[src/rtl/v1_pulse_gen.sv]
`default_nettype none
// ============================================================================
// Module      : v1_pulse_gen
// Description : Synthetic detector-pulse source feeding the trapezoidal
//               filter input. Each accepted request produces a linear rise
//               over 2^RISE_SHIFT cycles up to the requested amplitude,
//               followed by an exponential decay x -= x >>> DECAY_SHIFT.
//               Every sample is offset by BASELINE and saturated to the
//               signed SIZE_FILTER_DATA range.
// Options     : PULSE_GEN_PILEUP_EN - when defined, requests are also
//               accepted during DECAY and stack on the residual tail.
// Revision    : 1.0 - initial release
// ============================================================================
module v1_pulse_gen #(
  parameter int SIZE_FILTER_DATA = 16,
  parameter int RISE_SHIFT       = 1,
  parameter int DECAY_SHIFT      = 4,
  parameter int BASELINE         = 0
) (
  input  logic                        clk,
  input  logic                        reset,
  input  logic                        trig_valid,
  input  logic [SIZE_FILTER_DATA-2:0] trig_amp,
  output logic                        trig_ready,
  output logic [SIZE_FILTER_DATA-1:0] output_data,
  output logic                        busy,
  output logic [15:0]                 pulse_count
);

  // Accumulator is unsigned and one bit narrower than the sample word.
  localparam int c_ACC_W = SIZE_FILTER_DATA - 1;
  // Rise counter must be able to hold 2^RISE_SHIFT itself.
  localparam int c_RCNT_W = RISE_SHIFT + 1;
  // Headroom width for sums before saturation.
  localparam int c_XW = SIZE_FILTER_DATA + 8;

  localparam logic [c_RCNT_W-1:0]     c_RISE_LEN = c_RCNT_W'(1 << RISE_SHIFT);
  localparam logic [c_XW-1:0]         c_ACC_MAX  = c_XW'((1 << c_ACC_W) - 1);
  localparam logic signed [c_XW-1:0]  c_OUT_MAX  = c_XW'((1 << (SIZE_FILTER_DATA - 1)) - 1);
  localparam logic signed [c_XW-1:0]  c_OUT_MIN  = c_XW'(-(1 << (SIZE_FILTER_DATA - 1)));
  localparam logic signed [c_XW-1:0]  c_BASE     = c_XW'(BASELINE);

  typedef enum logic [1:0] {
    ST_IDLE  = 2'd0,
    ST_RISE  = 2'd1,
    ST_DECAY = 2'd2
  } state_t;

  state_t                      r_state;
  state_t                      w_state_nxt;
  logic [c_ACC_W-1:0]          r_acc;
  logic [c_ACC_W-1:0]          r_base;
  logic [c_ACC_W-1:0]          r_amp;
  logic [c_ACC_W-1:0]          r_step;
  logic [c_RCNT_W-1:0]         r_rcnt;
  logic [15:0]                 r_count;
  logic [SIZE_FILTER_DATA-1:0] r_out;

  logic [c_ACC_W-1:0]          w_acc_nxt;
  logic [c_ACC_W-1:0]          w_base_nxt;
  logic [c_ACC_W-1:0]          w_amp_nxt;
  logic [c_ACC_W-1:0]          w_step_nxt;
  logic [c_RCNT_W-1:0]         w_rcnt_nxt;
  logic [c_RCNT_W-1:0]         w_rcnt_inc;
  logic [c_ACC_W-1:0]          w_decay;
  logic [c_XW-1:0]             w_rise_sum;
  logic [c_XW-1:0]             w_full_sum;
  logic                        w_ready;
  logic                        w_accept;

  // Clamp an unsigned sum to the accumulator range so acc never wraps.
  function automatic logic [c_ACC_W-1:0] sat_acc(input logic [c_XW-1:0] v);
    if (v > c_ACC_MAX) sat_acc = c_ACC_MAX[c_ACC_W-1:0];
    else               sat_acc = v[c_ACC_W-1:0];
  endfunction

  // Add the baseline and clamp to the signed sample range.
  function automatic logic [SIZE_FILTER_DATA-1:0] sat_out(input logic [c_ACC_W-1:0] a);
    logic signed [c_XW-1:0] s;
    s = c_BASE + $signed(c_XW'(a));
    if (s > c_OUT_MAX)      sat_out = c_OUT_MAX[SIZE_FILTER_DATA-1:0];
    else if (s < c_OUT_MIN) sat_out = c_OUT_MIN[SIZE_FILTER_DATA-1:0];
    else                    sat_out = s[SIZE_FILTER_DATA-1:0];
  endfunction

  // Next-state, handshake and accumulator update for the pulse shape.
  always_comb begin
    w_state_nxt = r_state;
    w_acc_nxt   = r_acc;
    w_base_nxt  = r_base;
    w_amp_nxt   = r_amp;
    w_step_nxt  = r_step;
    w_rcnt_nxt  = r_rcnt;
    w_ready     = 1'b0;
    w_decay     = r_acc >> DECAY_SHIFT;
    w_rcnt_inc  = r_rcnt + 1'b1;
    w_rise_sum  = c_XW'(r_base) + c_XW'(r_step) * c_XW'(w_rcnt_inc);
    w_full_sum  = c_XW'(r_base) + c_XW'(r_amp);

    case (r_state)
      ST_IDLE: begin
        w_ready   = 1'b1;
        w_acc_nxt = '0;
      end
      ST_RISE: begin
        w_rcnt_nxt = w_rcnt_inc;
        if (w_rcnt_inc == c_RISE_LEN) begin
          // Last rise step lands exactly on base+amp, hiding the step truncation.
          w_acc_nxt   = sat_acc(w_full_sum);
          w_state_nxt = ST_DECAY;
        end else begin
          w_acc_nxt = sat_acc(w_rise_sum);
        end
      end
      ST_DECAY: begin
`ifdef PULSE_GEN_PILEUP_EN
        w_ready = 1'b1;
`else
        w_ready = 1'b0;
`endif
        if (w_decay == '0) begin
          w_acc_nxt   = '0;
          w_state_nxt = ST_IDLE;
        end else begin
          w_acc_nxt = r_acc - w_decay;
        end
      end
      default: begin
        w_acc_nxt   = '0;
        w_state_nxt = ST_IDLE;
      end
    endcase

    w_accept = trig_valid && w_ready;
    if (w_accept) begin
      // A tail that is terminating this edge counts as zero; the request wins.
      if ((r_state == ST_DECAY) && (w_decay != '0)) w_base_nxt = r_acc;
      else                                          w_base_nxt = '0;
      w_acc_nxt   = w_base_nxt;
      w_amp_nxt   = trig_amp;
      w_step_nxt  = trig_amp >> RISE_SHIFT;
      w_rcnt_nxt  = '0;
      w_state_nxt = ST_RISE;
    end
  end

  // FSM state register.
  always_ff @(posedge clk or negedge reset) begin
    if (!reset) r_state <= ST_IDLE;
    else        r_state <= w_state_nxt;
  end

  // Datapath registers; the output follows the accumulator value of the same edge.
  always_ff @(posedge clk or negedge reset) begin
    if (!reset) begin
      r_acc   <= '0;
      r_base  <= '0;
      r_amp   <= '0;
      r_step  <= '0;
      r_rcnt  <= '0;
      r_count <= '0;
      r_out   <= sat_out('0);
    end else begin
      r_acc  <= w_acc_nxt;
      r_base <= w_base_nxt;
      r_amp  <= w_amp_nxt;
      r_step <= w_step_nxt;
      r_rcnt <= w_rcnt_nxt;
      r_out  <= sat_out(w_acc_nxt);
      if (w_accept) r_count <= r_count + 16'd1;
    end
  end

  assign trig_ready  = w_ready;
  assign output_data = r_out;
  assign busy        = (r_state != ST_IDLE);
  assign pulse_count = r_count;

endmodule
`default_nettype wire
[config.mk]
export PLATFORM = sky130hd
export DESIGN_NAME = v1_pulse_gen
export DESIGN_NICKNAME = d
export VERILOG_FILES = /design/src/rtl/v1_pulse_gen.sv
export SDC_FILE = /design/constraint.sdc
export NUM_CORES = 1
export LEC_CHECK = 0
export CAP_MARGIN = 10
export CORE_MARGIN = 2
export CORE_UTILIZATION = 53
export CTS_BUF_LIST = sky130_fd_sc_hd__clkbuf_4 sky130_fd_sc_hd__clkbuf_8 sky130_fd_sc_hd__clkbuf_16
export CTS_CLUSTER_SIZE = 8
export DETAILED_ROUTE_END_ITERATION = 8
export PLACE_DENSITY = 0.77
export SLEW_MARGIN = 25
export SYNTH_ARGS = -nofsm -noshare
export SYNTH_HDL_FRONTEND = slang
export SYNTH_SLANG_ARGS = --single-unit
[constraint.sdc]
create_clock -name clk -period 3.7 [get_ports clk]
set_clock_uncertainty 0.1 [all_clocks]
set_input_delay 0.74 -clock clk [delete_from_list [all_inputs] [get_ports clk]]
set_output_delay 0.74 -clock clk [all_outputs]
set_load 0.005 [all_outputs]
======== Word level (Yosys, flattened, before mapping) ========
Cells that the tools add are included.
cells by class
  add/sub/neg operators ................... 5
  $mul .................................... 1
  magnitude comparators ................... 4
  eq/ne operators ......................... 6
  multiplexer cells ....................... 16
  reductions and logical operators ........ 8
operator list
  operator               count
  $mux 15                6
  $mux 16                2
  $pmux 15 s2            1
  $add 15x16->17         1
  $gt 17x15->1 const B   1
  $add 15x15->16         1
  $add 16x1->16 const B  1
  $gt 16x15->1 const B   1
  $lt 16x16->1 const B   1
  $mul 14x2->16          1
  $gt 15x15->1 const B   1
  $logic_not 15->1       1
  $reduce_bool 15->1     1
  $sub 15x11->15         1
  $mux 2                 5
  $ne 3x3->1 const B     2
  $pmux 2 s3             1
  $eq 2x2->1 const B     2
  $reduce_bool 2->1      2
  $reduce_and 3->1       1
  $add 2x1->2 const B    1
  $eq 2x1->1 const B     1
  $logic_and 1x1->1      2
  $logic_not 2->1        1
  2 further kinds        2
word-level totals
  register bits ........................... 95
  input bits .............................. 18
  output and inout bits ................... 34
  logic and storage cells ................. 48

======== Longest topological paths before layout ========
Gate-level depths: netlist of run 1.
  depth after elaboration ................. 11
  gate-level depth with buffers ........... 18
  depth with buffers taken out ............ 16

======== Worst setup path before layout of run 1 ========
No wires, ideal clock.
  path kind ............................... register to register
  start ................................... reg r_rcnt[0]
  end ..................................... reg r_acc[3]
  library setup time ...................... 138 ps
  arrival ................................. 3605 ps
  data required time ...................... 3462 ps
  slack ................................... -143 ps
  stages on the path, launching flop included .. 18
  path buffers ............................ 2
  clock period less this slack ............ 3843 ps
  cell sequence ........................... dfrtp_1 > ha_1 > clkbuf_1 > nand2b_1 > fa_1 > inv_1 > ha_1 > inv_1 > fa_1 > nor2b_4 > o31ai_2 > a21oi_2 > a2111oi_4 > nor2_2 > mux2i_4 > buf_12 > o221ai_2 > o211ai_1
on the way
  cells in the longest elaborated chain, start to end .. 8
  elaborated cells on any way between the ends .. 9
  classes of those cells .................. add/sub: 2; mul: 1; order compare: 1; eq/ne: 1; mux: 4
ends and longest elaborated chain
  item                      RTL line  text
  start: declaration        55        logic [c_RCNT_W-1:0] r_rcnt;
  start signal: assignment  168       r_rcnt <= w_rcnt_nxt;
  $add 2x1->2 *             96        w_rcnt_inc = r_rcnt + 1'b1;
  $mul 14x2->16             97        w_rise_sum = c_XW'(r_base) + c_XW'(r_step) * c_XW'(w_rcnt_inc);
  $add 15x16->17            97
  $gt 17x15->1              73        if (v > c_ACC_MAX) sat_acc = c_ACC_MAX[c_ACC_W-1:0];
  $mux 15                   73
  $mux 15 *                 107       if (w_rcnt_inc == c_RISE_LEN) begin
  $pmux 15 s2 *             100       case (r_state)
  $mux 15 *                 135       if (w_accept) begin
  net w_acc_nxt[3]          59        logic [c_ACC_W-1:0] w_acc_nxt;
  end signal: assignment    164       r_acc <= w_acc_nxt;
  end: declaration          51        logic [c_ACC_W-1:0] r_acc;
The timed path passes the listed nets; every way through them passes the cells marked *.
A chain may end at the register's enable or synchronous reset.

======== Final worst setup path of run 1 ========
  start ................................... reg r_rcnt[0]
  end ..................................... reg r_acc[2]
Same word-level chain as after synthesis.

==> metrics.md, run 1 <==
| Metric | Value |
|---|---|
| Status | complete, but fails checks |
| Violated checks | setup timing |
| Largest net degree at the start of global routing | 81 |
| Comb pwr share | 66.9% |
| Starting density of the core | 54.2% |
| Register area share after synthesis | 34.1% |
| Max transition margin | 41.8% |
| Critical Path Start | r_rcnt[0] |
| CTS Sinks | 80 |
| Vias in the first global route | 4885 |
| Fmax | 0.263 GHz |
| Seq pwr share | 20.9% |
| Final Hold Vio Count | 0 |
| Max Cap Viol | 0 |
| Top_reg_cell synth | dfrtp_1 |
| GPL Wtd Cong | 0.861 |
| Finish-stage setup viols | 14 |
| Fin. max-slew vios | 0 |
| Worst-path clk slew | 0.09 ns |
| # port buffers | 50 |
| Post-Synth Adder-Cell Area | 15.5% |
| Worst-margin pin slew | 0.873 ns |
| Vias per std cell | 5.95 |
| Initial antenna violation count | 0 |
| # hold bufs at CTS | 0 |
| Min cycle time layout | 3.81 ns |
| Ys Warns | 0 |
| Antenna Cells | 0 |
| Core area | 10800 sq um |
| DIE AREA | 11900 sq um |
| First-pass detailed-route iteration total | 7 |
| Fill cells | 813 |
| Worst reg2reg path depth | 16 |
| Ys async rst share | 100% |
| Wirelength per Cell | 18.2 um |
| Row count | 38 |
| Internal | 0.00332 W |
| Reg2reg setup slack | -0.11 ns |
| Crit share post-route | 103% |
| RSZ-0062 raised after global routing | yes |
| Total design power | 0.00622 W |
| Synthesized flop and latch total | 80 |
| Post-DRT Antenna Nets | 0 |
| Detailed Place HPWL | 10.6 mm |
| Post-synthesis mux area share | 0.575% |
| First-pass GRT wire length | 24.0 mm |
| Final core utilization | 67.2% |
| CP Launch Type | flop |
| Grt total ovfl | 0 |
| Power Dens Cells | 853 nW/um^2 |
| Main combinational cell family by area after synthesis | compound AO/OA/AOI/OAI gates |
| WP data arrival | 3.98 ns |
| CTS Buffer Depth | 2 |
| Cells after synthesis | 638 |
| Compound-Gate Fraction of Synth Area | 21.0% |
| Htree depth | 3 |
| Ports | 52 |
| Clk_lat worst skew | 0.37 ns |
| Crit Path Max Fanout | 7 |
| Synthesis-to-finish area growth | 24.1% |
| Syn_area_per_cell | 9.20 sq um |
| 1st-iter DRT viols | 359 |
| Drt total wl | 15.5 mm |
| Clock share of power | 12.2% |
| Data required, critical path | 3.87 ns |
| Reg-to-reg startpoint | r_rcnt[0] |
| LEAKAGE | 3.29 nW |
| Nets | 785 |
| Unique masters post-synth | 65 |
| Die width | 109 um |
| Cts bufs inserted | 9 |
| Worst Hold Class | primary input to asynchronous set/reset pin |
| CTS tree | done |
| VDD IR max | 0.385 mV |
| Layout cells sized above 1 | 16.6% |
| Cell Area, Synth | 5870 sq um |
| Post-Synth XOR/XNOR Area | 6.12% |
| Setup ws final | -0.109 ns |
| Total Routing Usage GR | 26.4% |
| Vias | 5053 |
| Crit Path Class | flop to flop |
| CP Capture Type | flop |
| Drc violations | 0 |
| Sw Ratio | 46.6% |
| Simple-gate share of the synthesized area | 17.5% |
| Die Y | 109 um |
| CTS root buffer | clkbuf_8 |
| Post-Syn Nets | 719 |
| Psw | 0.00290 W |
| Reg-to-reg endpoint | r_acc[2] |
| EDFF count, synth | 0 |
[per-layer routing]
layer / track usage (%) / vias up / wire length (um)
met3: 4.78 / 36 / 1060
met5: 0 / - / 0
met1: 34.4 / 2434 / 6770
li1: - / 2360 / -
met2: 43.7 / 223 / 7350
met4: 9.95 / 0 / 300
[stage by stage]
step                      TNS (ns)  std cells  hold WS, ns  setup slack (ns)  area (sq um)
final                       -0.692        849        0.305            -0.109          7290
after global routing         -4.85        849        0.368            -0.256          7290
after CTS                 -0.00328        848        0.381          -0.00328          7100
after detailed placement     -3.52        822        0.366            -0.202          6590
after global placement           0        822        0.365            0.0244          6590
after floorplan                  0        638        0.344           0.00304          5900
[logic make-up (layout without fill, tap and decap cells)]
kind of cell    after synthesis  in the layout
simple gates                221            221
compound gates              155            155
flops                        80             80
buf+inv                      75            146
fa+ha+maj                    63             63
xor+xnor                     41             41
mux                           2              2
other cells                   1              1
[critical path: stages, from the launching register on]
cell and delay [ns]:
dfrtp_2 0.44, ha_4 0.27, nand2b_4 0.14, fa_1 0.44, inv_1 0.09, ha_2 0.20, inv_2 0.04, fa_2 0.36
nor2b_4 0.18, o31ai_4 0.08, a21oi_2 0.25, a2111oi_4 0.06, nor2_2 0.18, mux2i_4 0.35, buf_12 0.18, o22ai_2 0.09
o221ai_1 0.25
[synthesized netlist by cell type, types with 2 or more instances]
cell type / n / area share [%]
o21ai_2: 3 / 0.45
dfrtp_1: 80 / 34
o221ai_1: 4 / 0.60
o32ai_1: 4 / 0.60
nand3_1: 18 / 1.5
o31ai_2: 3 / 0.64
a21o_1: 9 / 1.2
nand2b_1: 24 / 2.6
xor2_1: 11 / 1.6
o31a_1: 2 / 0.30
o21a_1: 8 / 1.0
a31oi_1: 5 / 0.53
nand2_1: 101 / 6.5
fa_1: 16 / 5.5
a211o_1: 2 / 0.30
o31ai_1: 4 / 0.51
nand4_1: 6 / 0.64
xnor2_1: 30 / 4.5
a21oi_1: 23 / 2.0
a21boi_0: 2 / 0.26
ha_1: 47 / 10
o21bai_1: 5 / 0.64
a22o_1: 2 / 0.30
o22ai_1: 4 / 0.43
inv_1: 55 / 3.5
clkbuf_1: 16 / 1.0
o211ai_1: 16 / 2.0
and3_1: 7 / 0.75
o21ai_0: 29 / 2.5
nor3_1: 12 / 1.0
buf_4: 2 / 0.26
nor2_1: 34 / 2.2
nor2b_1: 9 / 0.96
a211oi_1: 5 / 0.64
o221ai_2: 10 / 2.6
[worst max path at each step]
| stage | slack (ns) | end |
|---|---|---|
| after floorplan | 0.003 | output_data[9] |
| after global placement | 0.02 | r_acc[2] |
| after detailed placement | -0.20 | r_acc[0] |
| after CTS | -0.003 | r_acc[6] |
| after global routing | -0.26 | r_acc[2] |
| final | -0.11 | r_acc[2] |
[area by class of cell]
| cell class | instances | area, sq um | area share, % |
|---|---|---|---|
| clock buffer | 10 | 138 | 1.89 |
| clock inverter | 6 | 91.3 | 1.25 |
| inverter | 55 | 206 | 2.83 |
| multi-input combinational | 483 | 3950 | 54.2 |
| sequential | 80 | 2000 | 27.5 |
| tap | 140 | 175 | 2.40 |
| timing repair buffer | 75 | 726 | 9.96 |
[power groups by stage]
stage,logic [W],registers [W],clock network [W]
finish,0.00416,0.00130,0.000758
floorplan,0.00249,0.00125,0
CTS,0.00373,0.00129,0.000762
global placement,0.00323,0.00129,0
detailed placement,0.00334,0.00130,0
global route,0.00447,0.00133,0.000806
[timing repair]
item                       in CTS  in global routing
setup endpoints to repair      30                 30
buffers inserted                9                  3
resized for setup              27                 33
pin swaps                      18                 38
cloned                          1                  0
[placed cells by master (no fill, tap or decap), drive strengths merged, types with 2 or more instances in the layout]
master	n
nand2	101
dfrtp	80
inv	56
clkdlybuf4s50	49
ha	47
nor2	35
o21ai	33
xnor2	30
buf	26
a21oi	24
nand2b	24
nand3	18
o211ai	16
fa	16
o221ai	14
nor3	13
xor2	11
clkbuf	10
nor2b	10
a21o	9
o21a	8
and3	7
o31ai	7
nand4	6
a211oi	6
o22ai	6
a31oi	5
o21bai	5
o32ai	4
clkinv	3
a211o	2
o31a	2
a22o	2
bufinv	2
o41ai	2
a21boi	2
[state kept, by name, indices dropped and copies added (netlist names)]
register and cells:
pulse_count 16, output_data 15, r_acc 15, r_amp 15
r_base 15, r_rcnt 2, r_state 2
No activity file was read; power rests on OpenSTA's default activity.
==> run 2, diff against run 1 <==
CAP_MARGIN = unset   (was 10)
CORE_UTILIZATION = 44   (was 53)
PLACE_DENSITY = 0.66   (was 0.77)
==> metrics.md, run 2 (synthesis results as in run 1) <==
| Metric | Value |
|---|---|
| Largest net degree at the start of global routing | 81 |
| VDD IR max | 0.304 mV |
| CTS Buffer Depth | 2 |
| Die Y | 120 um |
| Total Routing Usage GR | 22.5% |
| Final Hold Vio Count | 0 |
| Fill cells | 1149 |
| Core area | 13100 sq um |
| CP Launch Type | flop |
| Clk_lat worst skew | 0.35 ns |
| Nets | 784 |
| Fin Hold WS | 0.321 ns |
| Most frequent cells in the layout | 101 x nand2_1, 79 x dfrtp_1, 52 x inv_1 |
| RSZ-0062 raised after global routing | yes |
| Largest stage delay on the critical path | 0.53 ns |
| Worst-margin pin slew | 0.946 ns |
| Fmax | 0.262 GHz |
| WP buf/inv | 4 |
| Met2 capacity usage during global routing | 36.4% |
| Setup ws final | -0.119 ns |
| CTS root buffer | clkbuf_16 |
| Reg-to-reg startpoint | r_rcnt[0] |
| Crit share post-route | 103% |
| Layout cells sized above 1 | 14.7% |
| Ports | 52 |
| Cell Chain, Critical Path | ha_4 > buf_6 > nand2b_4 > fa_2 > inv_2 > ha_4 > o21a_1 > o221ai_4 > a21oi_2 > a2111oi_4 > nor2_2 > mux2i_4 > buf_12 > buf_12 > o22ai_2 > o221ai_1 |
| Crit-path slowest cell | fa_2 |
| Grt total ovfl | 0 |
| Max transition margin | 37.0% |
| 1st-iter DRT viols | 354 |
| First-pass GRT wire length | 25.2 mm |
| DIE AREA | 14300 sq um |
| CP Capture Type | flop |
| Min cycle time layout | 3.82 ns |
| Cts bufs inserted | 9 |
| Finished Layout Cells | 884 |
| Critical path's top delay family | compound AO/OA/AOI/OAI gates |
| Detailed Place HPWL | 11.1 mm |
| Status | complete, but fails checks |
| CTS tree | done |
| Die width | 120 um |
| Synthesis-to-finish area growth | 25.3% |
| Initial antenna violation count | 0 |
| Vias in the first global route | 4958 |
| Layer with the highest usage | met2 |
| Vias per std cell | 5.58 |
| Violated checks | setup timing |
| Drt total wl | 15.1 mm |
| Finish-stage setup viols | 16 |
| # port buffers | 50 |
| Starting density of the core | 44.7% |
| Power Dens Cells | 853 nW/um^2 |
| Crit Path Class | flop to flop |
| Critical Path Start | r_rcnt[0] |
| Row count | 42 |
| Worst-path clk slew | 0.06 ns |
| Post-DRT Antenna Nets | 0 |
| Total negative setup slack | -0.988 ns |
| GPL Wtd Cong | 0.868 |
| Inst Count DP | 861 |
| Commonest non-fill, non-tap cell in the layout | nand2_1 |
| Fin. max-slew vios | 0 |
| Largest register FFs | 16 |
| Data required, critical path | 3.80 ns |
| Drc violations | 0 |
| Met1 Usage GRT | 30.0% |
| Met3 global-route usage | 3.99% |
| Place WS | -0.132 ns |
| Vias | 4933 |
| Reg2reg setup slack | -0.12 ns |
| Max Cap Viol | 0 |
| CTS Sinks | 80 |
| WP data arrival | 3.92 ns |
| First-pass detailed-route iteration total | 6 |
| Antenna Cells | 0 |
| Worst Hold Class | primary input to asynchronous set/reset pin |
| Htree depth | 3 |
| Wirelength per Cell | 17.1 um |
| Crit Path Max Fanout | 7 |
| LEAKAGE | 3.33 nW |
[run 2: final timing paths]
check                                        to  depth (start not counted)
worst max-delay path             output_data[0]                         16
worst min-delay path                   r_acc[1]                          1
worst max register to register   output_data[0]                         16
worst min register to register  pulse_count[12]                          1
max in group asynchronous             r_rcnt[0]                          1
min in group clk                pulse_count[12]                          1
[run 2: per-layer routing]
| layer | part of all wire [%] | vias to the layer above |
|---|---|---|
| li1 | - | 2350 |
| met1 | 44 | 2392 |
| met2 | 48 | 168 |
| met3 | 5.7 | 23 |
| met4 | 2.4 | 0 |
| met5 | 0 | - |
[run 2: layout make-up]
cell class	instances	area, sq um	area share (%)
inverter	55	206	2.81
sequential	80	2000	27.2
clock buffer	11	253	3.44
clock inverter	5	63.8	0.867
multi-input combinational	483	3880	52.8
timing repair buffer	74	727	9.88
tap	176	220	2.99
[run 2: what timing repair did]
action                     CTS  global route
setup endpoints to repair   20            30
pin swaps                   23            25
gates cloned                 1             0
buffers inserted             4             3
hold buffers                 0             0
gates resized for setup     29            14
[run 2: through the flow]
stage / util [%] / cell area (sq um) / total power, W
after global placement: 50.7 / 6660 / 0.00459
final: 56.0 / 7360 / 0.00628
after floorplan: - / 5900 / 0.00373
after global routing: 56.0 / 7360 / 0.00676
after detailed placement: 50.7 / 6660 / 0.00469
after CTS: 55.3 / 7260 / 0.00610
[run 2: power breakdown]
part / total [W] / switching (W) / internal (W) / leakage, nW
logic: 0.00402 / 0.00224 / 0.00178 / 2.11
clock network: 0.000954 / 0.000390 / 0.000564 / 0.152
registers: 0.00130 / 0.000217 / 0.00108 / 1.07
total: 0.00628 / 0.00285 / 0.00343 / 3.33
[run 2: worst register-to-register path, stage by stage (launching register included)]
cell and delay, ns:
dfrtp_2 0.42, ha_4 0.28, buf_6 0.13, nand2b_4 0.13, fa_2 0.53, inv_2 0.04, ha_4 0.21, o21a_1 0.22
o221ai_4 0.21, a21oi_2 0.08, a2111oi_4 0.37, nor2_2 0.11, mux2i_4 0.22, buf_12 0.16, buf_12 0.14, o22ai_2 0.17
o221ai_1 0.17
